===== config.mk =====
export PLATFORM = sky130hd
export DESIGN_NAME = clock_pulse_controller
export DESIGN_NICKNAME = d
export VERILOG_FILES = /design/src/rtl/clock_pulse_controller.sv
export SDC_FILE = /design/constraint.sdc
export NUM_CORES = 1
export LEC_CHECK = 0
export CAP_MARGIN = 40
export CORE_ASPECT_RATIO = 1.2
export CORE_MARGIN = 2
export CORE_UTILIZATION = 30
export CTS_CLUSTER_SIZE = 20
export DETAILED_ROUTE_END_ITERATION = 10
export MAX_ROUTING_LAYER = met4
export PLACE_DENSITY_LB_ADDON = 0.25
export SYNTH_ARGS = -nofsm -noshare
export SYNTH_HDL_FRONTEND = slang
export SYNTH_SLANG_ARGS = --single-unit

===== constraint.sdc =====
create_clock -name clk -period 2.35 [get_ports clk]
set_input_delay 0.47 -clock clk [delete_from_list [all_inputs] [get_ports clk]]
set_output_delay 0.47 -clock clk [all_outputs]
set_load 0.02 [all_outputs]

===== src/rtl/clock_pulse_controller.sv =====
// clock_pulse_controller
// Turns the command interpreter's clock-control outputs (clk_enable level,
// write_pulse strobe, num_pulses count) into the registered clock-enable
// that gates the processor under test. Supports free-run, stop and exact
// N-cycle bursts, and reports burst progress and completion.
// Optional build macro: CYCLE_COUNTER_EN adds a 64-bit cycle_count output
// counting every cycle in which processor_clk_en is high.
//
// state       | meaning
// ST_STOPPED  | processor clock gated off, waiting for a request
// ST_FREE_RUN | processor clock running while clk_enable stays high
// ST_BURST    | issuing the remaining pulses of a step burst
module clock_pulse_controller #(
  parameter int PULSE_BITS = 32
) (
  input  logic                  clk,
  input  logic                  reset,
  input  logic                  clk_enable,
  input  logic                  write_pulse,
  input  logic [PULSE_BITS-1:0] num_pulses,
  output logic                  processor_clk_en,
  output logic                  busy,
  output logic                  pulse_done,
  output logic [PULSE_BITS-1:0] pulses_remaining
`ifdef CYCLE_COUNTER_EN
  ,
  output logic [63:0]           cycle_count
`endif
);

  typedef enum logic [1:0] {
    ST_STOPPED  = 2'd0,
    ST_FREE_RUN = 2'd1,
    ST_BURST    = 2'd2
  } state_t;

  state_t                state_q, state_d;
  logic                  clk_en_q, clk_en_d;
  logic                  busy_q, busy_d;
  logic                  done_q, done_d;
  logic [PULSE_BITS-1:0] rem_q, rem_d;

  // Next-state and next-output decode; every output is registered.
  always_comb begin
    state_d  = state_q;
    clk_en_d = clk_en_q;
    busy_d   = busy_q;
    done_d   = 1'b0;
    rem_d    = rem_q;
    case (state_q)
      ST_BURST: begin
        // Exit on the last pulse; treating 0 the same keeps the counter from wrapping.
        if (rem_q <= PULSE_BITS'(1)) begin
          state_d  = ST_STOPPED;
          clk_en_d = 1'b0;
          busy_d   = 1'b0;
          done_d   = 1'b1;
          rem_d    = '0;
        end else begin
          rem_d = rem_q - PULSE_BITS'(1);
        end
      end
      default: begin
        // STOPPED and FREE_RUN share the same load rules; write_pulse wins over clk_enable.
        if (write_pulse) begin
          if (num_pulses != '0) begin
            state_d  = ST_BURST;
            clk_en_d = 1'b1;
            busy_d   = 1'b1;
            rem_d    = num_pulses;
          end else begin
            // Zero-length burst: complete immediately without issuing enable.
            state_d  = ST_STOPPED;
            clk_en_d = 1'b0;
            done_d   = 1'b1;
          end
        end else if (clk_enable) begin
          state_d  = ST_FREE_RUN;
          clk_en_d = 1'b1;
        end else begin
          state_d  = ST_STOPPED;
          clk_en_d = 1'b0;
        end
      end
    endcase
  end

  // State and output registers with synchronous reset.
  always_ff @(posedge clk) begin
    if (reset) begin
      state_q  <= ST_STOPPED;
      clk_en_q <= 1'b0;
      busy_q   <= 1'b0;
      done_q   <= 1'b0;
      rem_q    <= '0;
    end else begin
      state_q  <= state_d;
      clk_en_q <= clk_en_d;
      busy_q   <= busy_d;
      done_q   <= done_d;
      rem_q    <= rem_d;
    end
  end

  assign processor_clk_en = clk_en_q;
  assign busy             = busy_q;
  assign pulse_done       = done_q;
  assign pulses_remaining = rem_q;

`ifdef CYCLE_COUNTER_EN
  logic [63:0] cycle_count_q, cycle_count_d;

  // Count cycles the processor actually ran; wraps naturally at 2^64.
  always_comb begin
    cycle_count_d = cycle_count_q + {63'd0, clk_en_q};
  end

  // Cycle counter register, cleared only by reset.
  always_ff @(posedge clk) begin
    if (reset) begin
      cycle_count_q <= '0;
    end else begin
      cycle_count_q <= cycle_count_d;
    end
  end

  assign cycle_count = cycle_count_q;
`endif

endmodule


### Word level (Yosys, flattened, before mapping)

Index checks and enable logic that the tools add are counted.
W data, S select, Z words.

* register bits: 37
* input port bits: 36
* logic and storage cells: 35

* add/sub/neg operators: 1
* order comparisons: 1
* equal/unequal tests: 2
* mux-type cells: 21
* reduce and logical (&&, ||, !) cells: 5

Operator list (number)
* $mux W32: 4
* $le A32 B1 Y1 const B: 1
* $reduce_bool A32 Y1: 1
* $sub A32 B1 Y32 const B: 1
* $mux W1: 13
* $mux W2: 4
* $reduce_bool A2 Y1: 2
* $reduce_and A3 Y1: 1
* $eq A2 B2 Y1 const B: 1
* $ne A2 B2 Y1 const B: 1
* $reduce_and A2 Y1: 1

### Logic depth before layout (Yosys ltp)

* depth after elaboration: 4
* gate-level depth with buffers: 9
* mapped depth without buffers: 7

### Worst setup path after synthesis

No wires, ideal clock.

* path kind: register to register
* start point: register rem_q[0] (netlist: pulses_remaining[0])
* end point: register rem_q[24] (netlist: pulses_remaining[24])
* arrival: 2.057 ns
* required time: 2.238 ns
* slack: 0.181 ns
* stages on the path, launching flop included: 8
* period minus slack after synthesis: 2.169 ns
* cell sequence: dfxtp_1 -> inv_1 -> ha_1 -> nor3b_1 -> nand3_2 -> nor2_4 -> a221oi_1 -> a2111oi_1

* word-level cells in the longest chain between the ends: 3
* elaborated cells between the ends (all ways): 4

RTL lines
* start: declaration: line 41 `logic [PULSE_BITS-1:0] rem_q, rem_d;`
* start signal: assignment: line 101 `rem_q <= rem_d;`
* $sub A32 B1 Y32 / $le A32 B1 Y1 (equally long branches): line 60, 53
* $mux W32 (*): line 53 `if (rem_q <= PULSE_BITS'(1)) begin`
* $mux W32 (*): line 50 `case (state_q)`

Every way passes the cells marked *; elsewhere a longest branch is shown, timed or not.
A chain may end at the register's enable or synchronous reset.

### Final worst setup path

* start point: input num_pulses[25]
* end point: register rem_q[28] (netlist: pulses_remaining[28])

* word-level cells in the longest chain between the ends: 3

RTL lines
* start: declaration: line 20 `input logic [PULSE_BITS-1:0] num_pulses,`
* $reduce_bool A32 Y1: line 66 `if (num_pulses != '0) begin`
* $reduce_bool A2 Y1 (no source line)
* $reduce_and A2 Y1 (no source line)

No other way between the ends.

==> results.sh <==
export IMPL_status="finished clean"
export IMPL_crit_arrival_ns=2.40
export IMPL_insertion_delay_ns=0.30
export IMPL_cts_tree="yes"
export IMPL_drt_iter0_drc=244
export IMPL_worstPathRequired_ns=2.54
export IMPL_utilization_pct=48.0
export IMPL_route_vias_total=3352
export IMPL_tightest_slew_ns=0.443
export IMPL_synth_flop_cell="dfxtp_1"
export IMPL_yosysTopAreaCell="dfxtp_1"
export IMPL_dieArea_um2=9750
export IMPL_drc_errors=0
export IMPL_critPathMaxFanout=11
export IMPL_synth_edf_count=0
export IMPL_ios=71
export IMPL_start_util_pct=31.1
export IMPL_hold_class="reg -> reg"
export IMPL_clock_sinks=37
export IMPL_grt_start_max_net_pins=37
export IMPL_core_area_um2=8660
export IMPL_power_density_nw_per_um2=586
export IMPL_clock_path_buffers=2
export IMPL_fin_crit_ns=2.21
export IMPL_leakage_nw=1.55
export IMPL_fmaxAchievable_mhz=452
export IMPL_nFillCells=853
export IMPL_antenna_found_initial=0
export IMPL_grt_overflow=0
export IMPL_ys_warn_count=0
export IMPL_layout_commonest_cell="buf_4"
export IMPL_cts_inserted_buffers=5
export IMPL_grt_pass1_wl_um=16200
export IMPL_fin_crit_sh_pct=94.1
export IMPL_drv_cap=0
export IMPL_drt_first_pass_iters=5
export IMPL_synth_seq_cells=37
export IMPL_synth_area_leaders="dfxtp_1, a22oi_1, o31ai_1"
export IMPL_rrSetupSlack_ns=0.17
export IMPL_htreeDepth=2
export IMPL_ys_seq_area_share_pct=27.5
export IMPL_dp_hpwl_um=7410
export IMPL_numPortBuffers=70
export IMPL_async_reset_ff_share_pct=0
export IMPL_antenna_cells=0
export IMPL_drive_above_1_share_pct=24.2
export IMPL_first_global_vias=3223
export IMPL_drt_vias_per_instance=5.78
export IMPL_dieHeight_um=108
export IMPL_globalplace_congestion=0.873
export IMPL_syn_area_um2=2690
export IMPL_wl_um=10300
export IMPL_crit_path_end_kind="flip-flop"
export IMPL_synthToLayoutAreaGrowth_pct=54.3
export IMPL_cts_clk_slew_worst_paths_ns=0.08
export IMPL_holdWs_ns=0.490
export IMPL_synth_fp_nets=371
export IMPL_std_cell_rows=37
export IMPL_finalHoldViolations=0
export IMPL_relSlewSlack_pct=70.2
export IMPL_final_cells=580
export IMPL_synth_top_area_share_pct=27.5
export IMPL_root_buffer="clkbuf_8"
export IMPL_dp_cells=566
export IMPL_grtUsageTotal_pct=21.3
export IMPL_setup_violations=0
export IMPL_ir_worst_vdd_mv=0.215
export IMPL_clock_skew_ns=0.0100
export IMPL_ys_types=66
export IMPL_netlist_instances=333
export IMPL_routedWlPerCell_um=17.7
export IMPL_drv_slew=0
export IMPL_path_class="in -> reg"
export IMPL_layout_common_cells="buf_4, clkdlybuf4s50_1, dfxtp_1"
export IMPL_nets=500
export IMPL_die_w_um=90.5
export IMPL_p_total_mw=2.43
export IMPL_postSynthAreaPerCell_um2=8.08
export IMPL_ant_nets=0
export IMPL_start_kind="input port"
## flip-flops by register name, indices dropped and copies added, names as in the netlist
register and flops:
pulses_remaining 32, state_q 2, busy 1, processor_clk_en 1, pulse_done 1
## synth_stat cells (all sizes together) (6+ instances only)
library cell	n
nor4	19
o21ai	21
nand3	18
a211oi	6
a22oi	16
o31ai	13
clkbuf	20
nor2	21
o22ai	9
nand2	22
a21oi	15
or3	6
dfxtp	37
nor3	18
inv	7
## logic make-up (layout without fill, tap and decap cells)
| logic type | Yosys count | in the layout | share of synthesized area (%) |
|---|---|---|---|
| adder cells (fa/ha/maj) | 2 | 2 | 0.930 |
| buffers and inverters | 33 | 163 | 5.76 |
| flip-flops | 37 | 37 | 27.5 |
| AO/OA/AOI/OAI | 130 | 130 | 36.1 |
| multiplexers | 2 | 2 | 0.837 |
| AND/OR/NAND/NOR | 126 | 126 | 27.8 |
| XOR/XNOR | 3 | 3 | 0.976 |
## routing by layer
| metal | vias up | wire length, um | track usage [%] | share of wire, % |
|---|---|---|---|---|
| li1 | 1583 | - | - | - |
| met1 | 1611 | 4510 | 25.9 | 44 |
| met2 | 135 | 5060 | 35.6 | 49 |
| met3 | 23 | 472 | 3.15 | 4.6 |
| met4 | 0 | 225 | 8.90 | 2.2 |
| met5 | - | 0 | - | 0 |
## per-stage QoR
| stage | setup WS [ns] | cell area [um2] | setup TNS (ns) |
|---|---|---|---|
| after global routing | -0.00573 | 4150 | -0.00573 |
| after global placement | -0.280 | 3960 | -5.57 |
| final | 0.139 | 4150 | 0 |
| after detailed placement | -0.287 | 3960 | -5.81 |
| after CTS | 0.00204 | 4080 | 0 |
| after floorplan | 0.181 | 2690 | 0 |
## worst max-delay path: stages
cell and delay, ns:
clkdlybuf4s50_1 0.50, nor4_1 0.06, buf_4 0.14, and4_1 0.22, buf_4 0.15, a21boi_2 0.23
buf_4 0.25, nor3_1 0.06, a2111oi_1 0.32
## final timing paths
path	to	start	cells past startpoint
setup / recovery	pulses_remaining[28]$_SDFFE_PP0P_	num_pulses[25]	9
hold / removal	pulses_remaining[22]$_SDFFE_PP0P_	pulses_remaining[22]$_SDFFE_PP0P_	2
setup reg to reg	pulses_remaining[2]$_SDFFE_PP0P_	pulses_remaining[8]$_SDFFE_PP0P_	6
hold reg to reg	pulses_remaining[22]$_SDFFE_PP0P_	pulses_remaining[22]$_SDFFE_PP0P_	2
## power by group
part,leakage [nW],internal (mW),total (mW),switching (mW)
Clock,0.0585,0.347,0.595,0.248
Combinational,1.19,0.507,1.06,0.558
Sequential,0.305,0.689,0.774,0.0853
## area by class of cell
cell class	instances	area (um2)	area share (%)
multi-input cells	263	1830	44.0
clock buffers	7	86.3	2.08
flip-flops and latches	37	741	17.8
well taps	117	146	3.53
inverters	8	30.0	0.723
repair buffers	147	1290	31.1
clock inverters	1	30.0	0.723
## repair_timing
action                                  in CTS  in global routing
endpoints found under the setup margin       0                 26
gates resized for setup                      0                  5
endpoints found under the hold margin        0                  0
hold buffers                                 0                  0
setup buffers                                0                  6
(Power assumes the default switching activity.)
==> edit 1 (same settings) <==
The option `CYCLE_COUNTER_EN` is turned on by a define.
--- a/src/rtl/clock_pulse_controller.sv
+++ b/src/rtl/clock_pulse_controller.sv
@@ -11,4 +11,6 @@
 // ST_FREE_RUN | processor clock running while clk_enable stays high
 // ST_BURST    | issuing the remaining pulses of a step burst
+`define CYCLE_COUNTER_EN
+
 module clock_pulse_controller #(
   parameter int PULSE_BITS = 32
Behaviour (old outputs only; new: cycle_count): unchanged (Yosys induction, for registers that start in step).
==> edit 1 against the original RTL <==
Via count is 82% higher; design area is 95% higher; sequential cell count is 64 higher; register-to-register slack worse by 0.07 ns; routed wire length is 82% higher; worst setup slack worse by 0.041 ns; area after synthesis is 110% higher; maximum frequency is 1.8% lower; first-iteration DRC count is 120% higher; power is 85% higher.
==> edit 1: results <==
export IMPL_hold_path_startpoint="busy$_SDFFE_PP0P_"
export IMPL_hpwlAfterDp_um=14000
export IMPL_crit_arrival_ns=2.55
export IMPL_grt_usage=0.194
export IMPL_sh_seq_area=0.251
export IMPL_rows=54
export IMPL_p_switching_mw=1.35
export IMPL_min_to="busy$_SDFFE_PP0P_"
export IMPL_cp_max_fo=18
export IMPL_crit_family="simple AND/OR/NAND/NOR gates"
export IMPL_synth_area_leaders="dfxtp_1, xnor2_1, nand2_1"
export IMPL_nets=928
export IMPL_yosysSeqAreaShare=0.365
export IMPL_routed_wl_um=18700
export IMPL_via_per_inst=5.46
export IMPL_ys_types=61
export IMPL_fillers=1782
export IMPL_multi_input_area_share=0.410
export IMPL_status="finished, final reports clean"
export IMPL_first_pass_iters=8
export IMPL_reg2reg_slack_ns=0.1
export IMPL_leakage_nw=2.74
export IMPL_drive_above_1_share=0.166
export IMPL_worstSetupPathType="reg -> reg"
export IMPL_r2r_start="processor_clk_en$_SDFFE_PP0P_"
export IMPL_final_clk_cell_share=0.0380
export IMPL_clock_latency_ns=0.36
export IMPL_hold_ws_ns=0.479
export IMPL_clk_root_buffer_cell="clkbuf_16"
export IMPL_vdd_drop_max_uv=355
export IMPL_first_iter_violations=526
export IMPL_rr_worst_depth=8
export IMPL_tightest_slew_ns=0.568
export IMPL_cp_slowest_cell="or4_4"
export IMPL_cts_sinks=101
export IMPL_grt_pass1_wl_um=29600
==> edit 1: cells by family after synthesis <==
kind of cell / synth area share
compound gates: 0.182
simple gates: 0.321
flops: 0.365
xor+xnor: 0.0585
buf+inv: 0.0436
fa+ha+maj: 0.00904
mux: 0.0210
==> edit 1: routing by layer <==
metal	track usage	up-vias	share of wire
li1	-	3006	-
met1	0.232	2865	0.43
met2	0.334	195	0.50
met3	0.0238	26	0.047
met4	0.0706	0	0.020
met5	-	-	0
==> edit 1: metrics by stage <==
step	util	setup WS (ns)	cells	area (um^2)
2_1_floorplan	-	0.00384	687	5550
3_3_place_gp	0.427	-0.128	1099	7730
3_5_place_dp	0.427	-0.190	1099	7730
4_1_cts	0.444	0.0182	1114	8040
5_1_grt	0.448	0.00983	1116	8110
6_report	0.448	0.0976	1116	8110
==> edit 1: what timing repair did <==
action                     4_1_cts  5_1_grt
setup endpoints to repair        0        9
hold endpoints to repair         0        0
setup buffers                    0        2
resized for setup                0       13
==> edit 2 (same settings) <==
Made on the original files. Register the output `pulses_remaining` once more, without a reset; this adds one clock of latency there. The other outputs are not delayed to match.
--- a/src/rtl/clock_pulse_controller.sv
+++ b/src/rtl/clock_pulse_controller.sv
@@ -106,5 +106,7 @@
   assign busy             = busy_q;
   assign pulse_done       = done_q;
-  assign pulses_remaining = rem_q;
+  always_ff @(posedge clk) begin
+    pulses_remaining <= rem_q;
+  end
 
 `ifdef CYCLE_COUNTER_EN
Function: changed (Yosys sat finds a counterexample within 4 cycles, from zero or initial values and one cycle with reset high).
==> edit 2 against the original RTL <==
Design area grew 19%; power grew 58%; area after synthesis up 24%; sequential cell count is 32 higher; final cell count rose by 11%; critical path depth is 1 lower; routed wire length grew 15%; worst setup slack improved by 0.0094 ns.
==> edit 2: results <==
export IMPL_status="finished, final reports clean"
export IMPL_path_clk_slew_ns=0.05
export IMPL_synth_area_leaders="dfxtp_1, a21oi_1, nand3_1"
export IMPL_vdd_drop_max_uv=321
export IMPL_clk_root_buffer_cell="clkbuf_16"
export IMPL_hpwlAfterDp_um=8550
export IMPL_gp_congestion=0.915
export IMPL_via_per_inst=5.65
export IMPL_nets=546
export IMPL_use_met3=0.0355
export IMPL_routed_wl_um=11800
export IMPL_met3_length_um=553
export IMPL_tightest_slew_ns=0.498
export IMPL_yosysSeqAreaShare=0.413
export IMPL_syn_nets=432
export IMPL_grt_use_met1=0.259
export IMPL_drive_above_1_share=0.189
export IMPL_first_iter_violations=217
export IMPL_cts_htree_levels=3
export IMPL_grt_pass1_wl_um=19000
export IMPL_cp_max_fo=8
export IMPL_min_period_ns=2.20
export IMPL_crit_arrival_ns=2.43
export IMPL_leakage_nw=1.85
export IMPL_skew_ns=0.00567
export IMPL_grt_util_met2=0.318
export IMPL_routedLengthMet1_um=5200
-- edit 2: kinds of logic after synthesis --
group	Yosys count	synth area share
AO/OA/AOI/OAI	130	0.262
multiplexers	1	0.00300
buffers and inverters	41	0.0524
adder cells (fa/ha/maj)	2	0.00749
flip-flops	69	0.413
AND/OR/NAND/NOR	147	0.251
XOR/XNOR	4	0.0105
-- edit 2: power breakdown --
group	total, mW	switching, mW	internal [mW]
sequential	1.38	0.102	1.28
combinational	0.985	0.538	0.447
clock	1.49	0.505	0.983
total	3.85	1.15	2.71
-- edit 2: area by class of cell --
| class | count | area [um^2] |
|---|---|---|
| well taps | 132 | 165 |
| flip-flops and latches | 69 | 1380 |
| clock buffers | 12 | 256 |
| multi-input cells | 284 | 1850 |
| repair buffers | 130 | 1190 |
| fillers | 1111 | 5970 |
| inverters | 14 | 52.6 |
| clock inverters | 4 | 70.1 |
-- edit 2: stage by stage --
stage	hold WS [ns]	setup slack (ns)	instance area, um^2	cells
after global routing	0.404	-0.00555	4960	645
after CTS	0.388	0.00307	4910	645
final	0.389	0.148	4960	645
after floorplan	0.359	0.539	3340	394
after global placement	0.379	-0.457	4580	629
after detailed placement	0.377	-0.413	4580	629
-- edit 2: final timing paths --
check,cells past startpoint,end,slack [ns],from
setup / recovery,8,rem_q[21]$_SDFFE_PP0P_,0.15,num_pulses[19]
hold / removal,0,pulses_remaining[9]$_DFF_P_,0.39,rem_q[9]$_SDFFE_PP0P_
setup reg to reg,7,rem_q[12]$_SDFFE_PP0P_,0.26,rem_q[6]$_SDFFE_PP0P_
hold reg to reg,0,pulses_remaining[9]$_DFF_P_,0.39,rem_q[9]$_SDFFE_PP0P_
-- edit 2: repair_timing --
action | in CTS | in global routing
endpoints found under the setup margin | 5 | 17
gates resized for setup | 1 | 8
pin swaps | 0 | 4
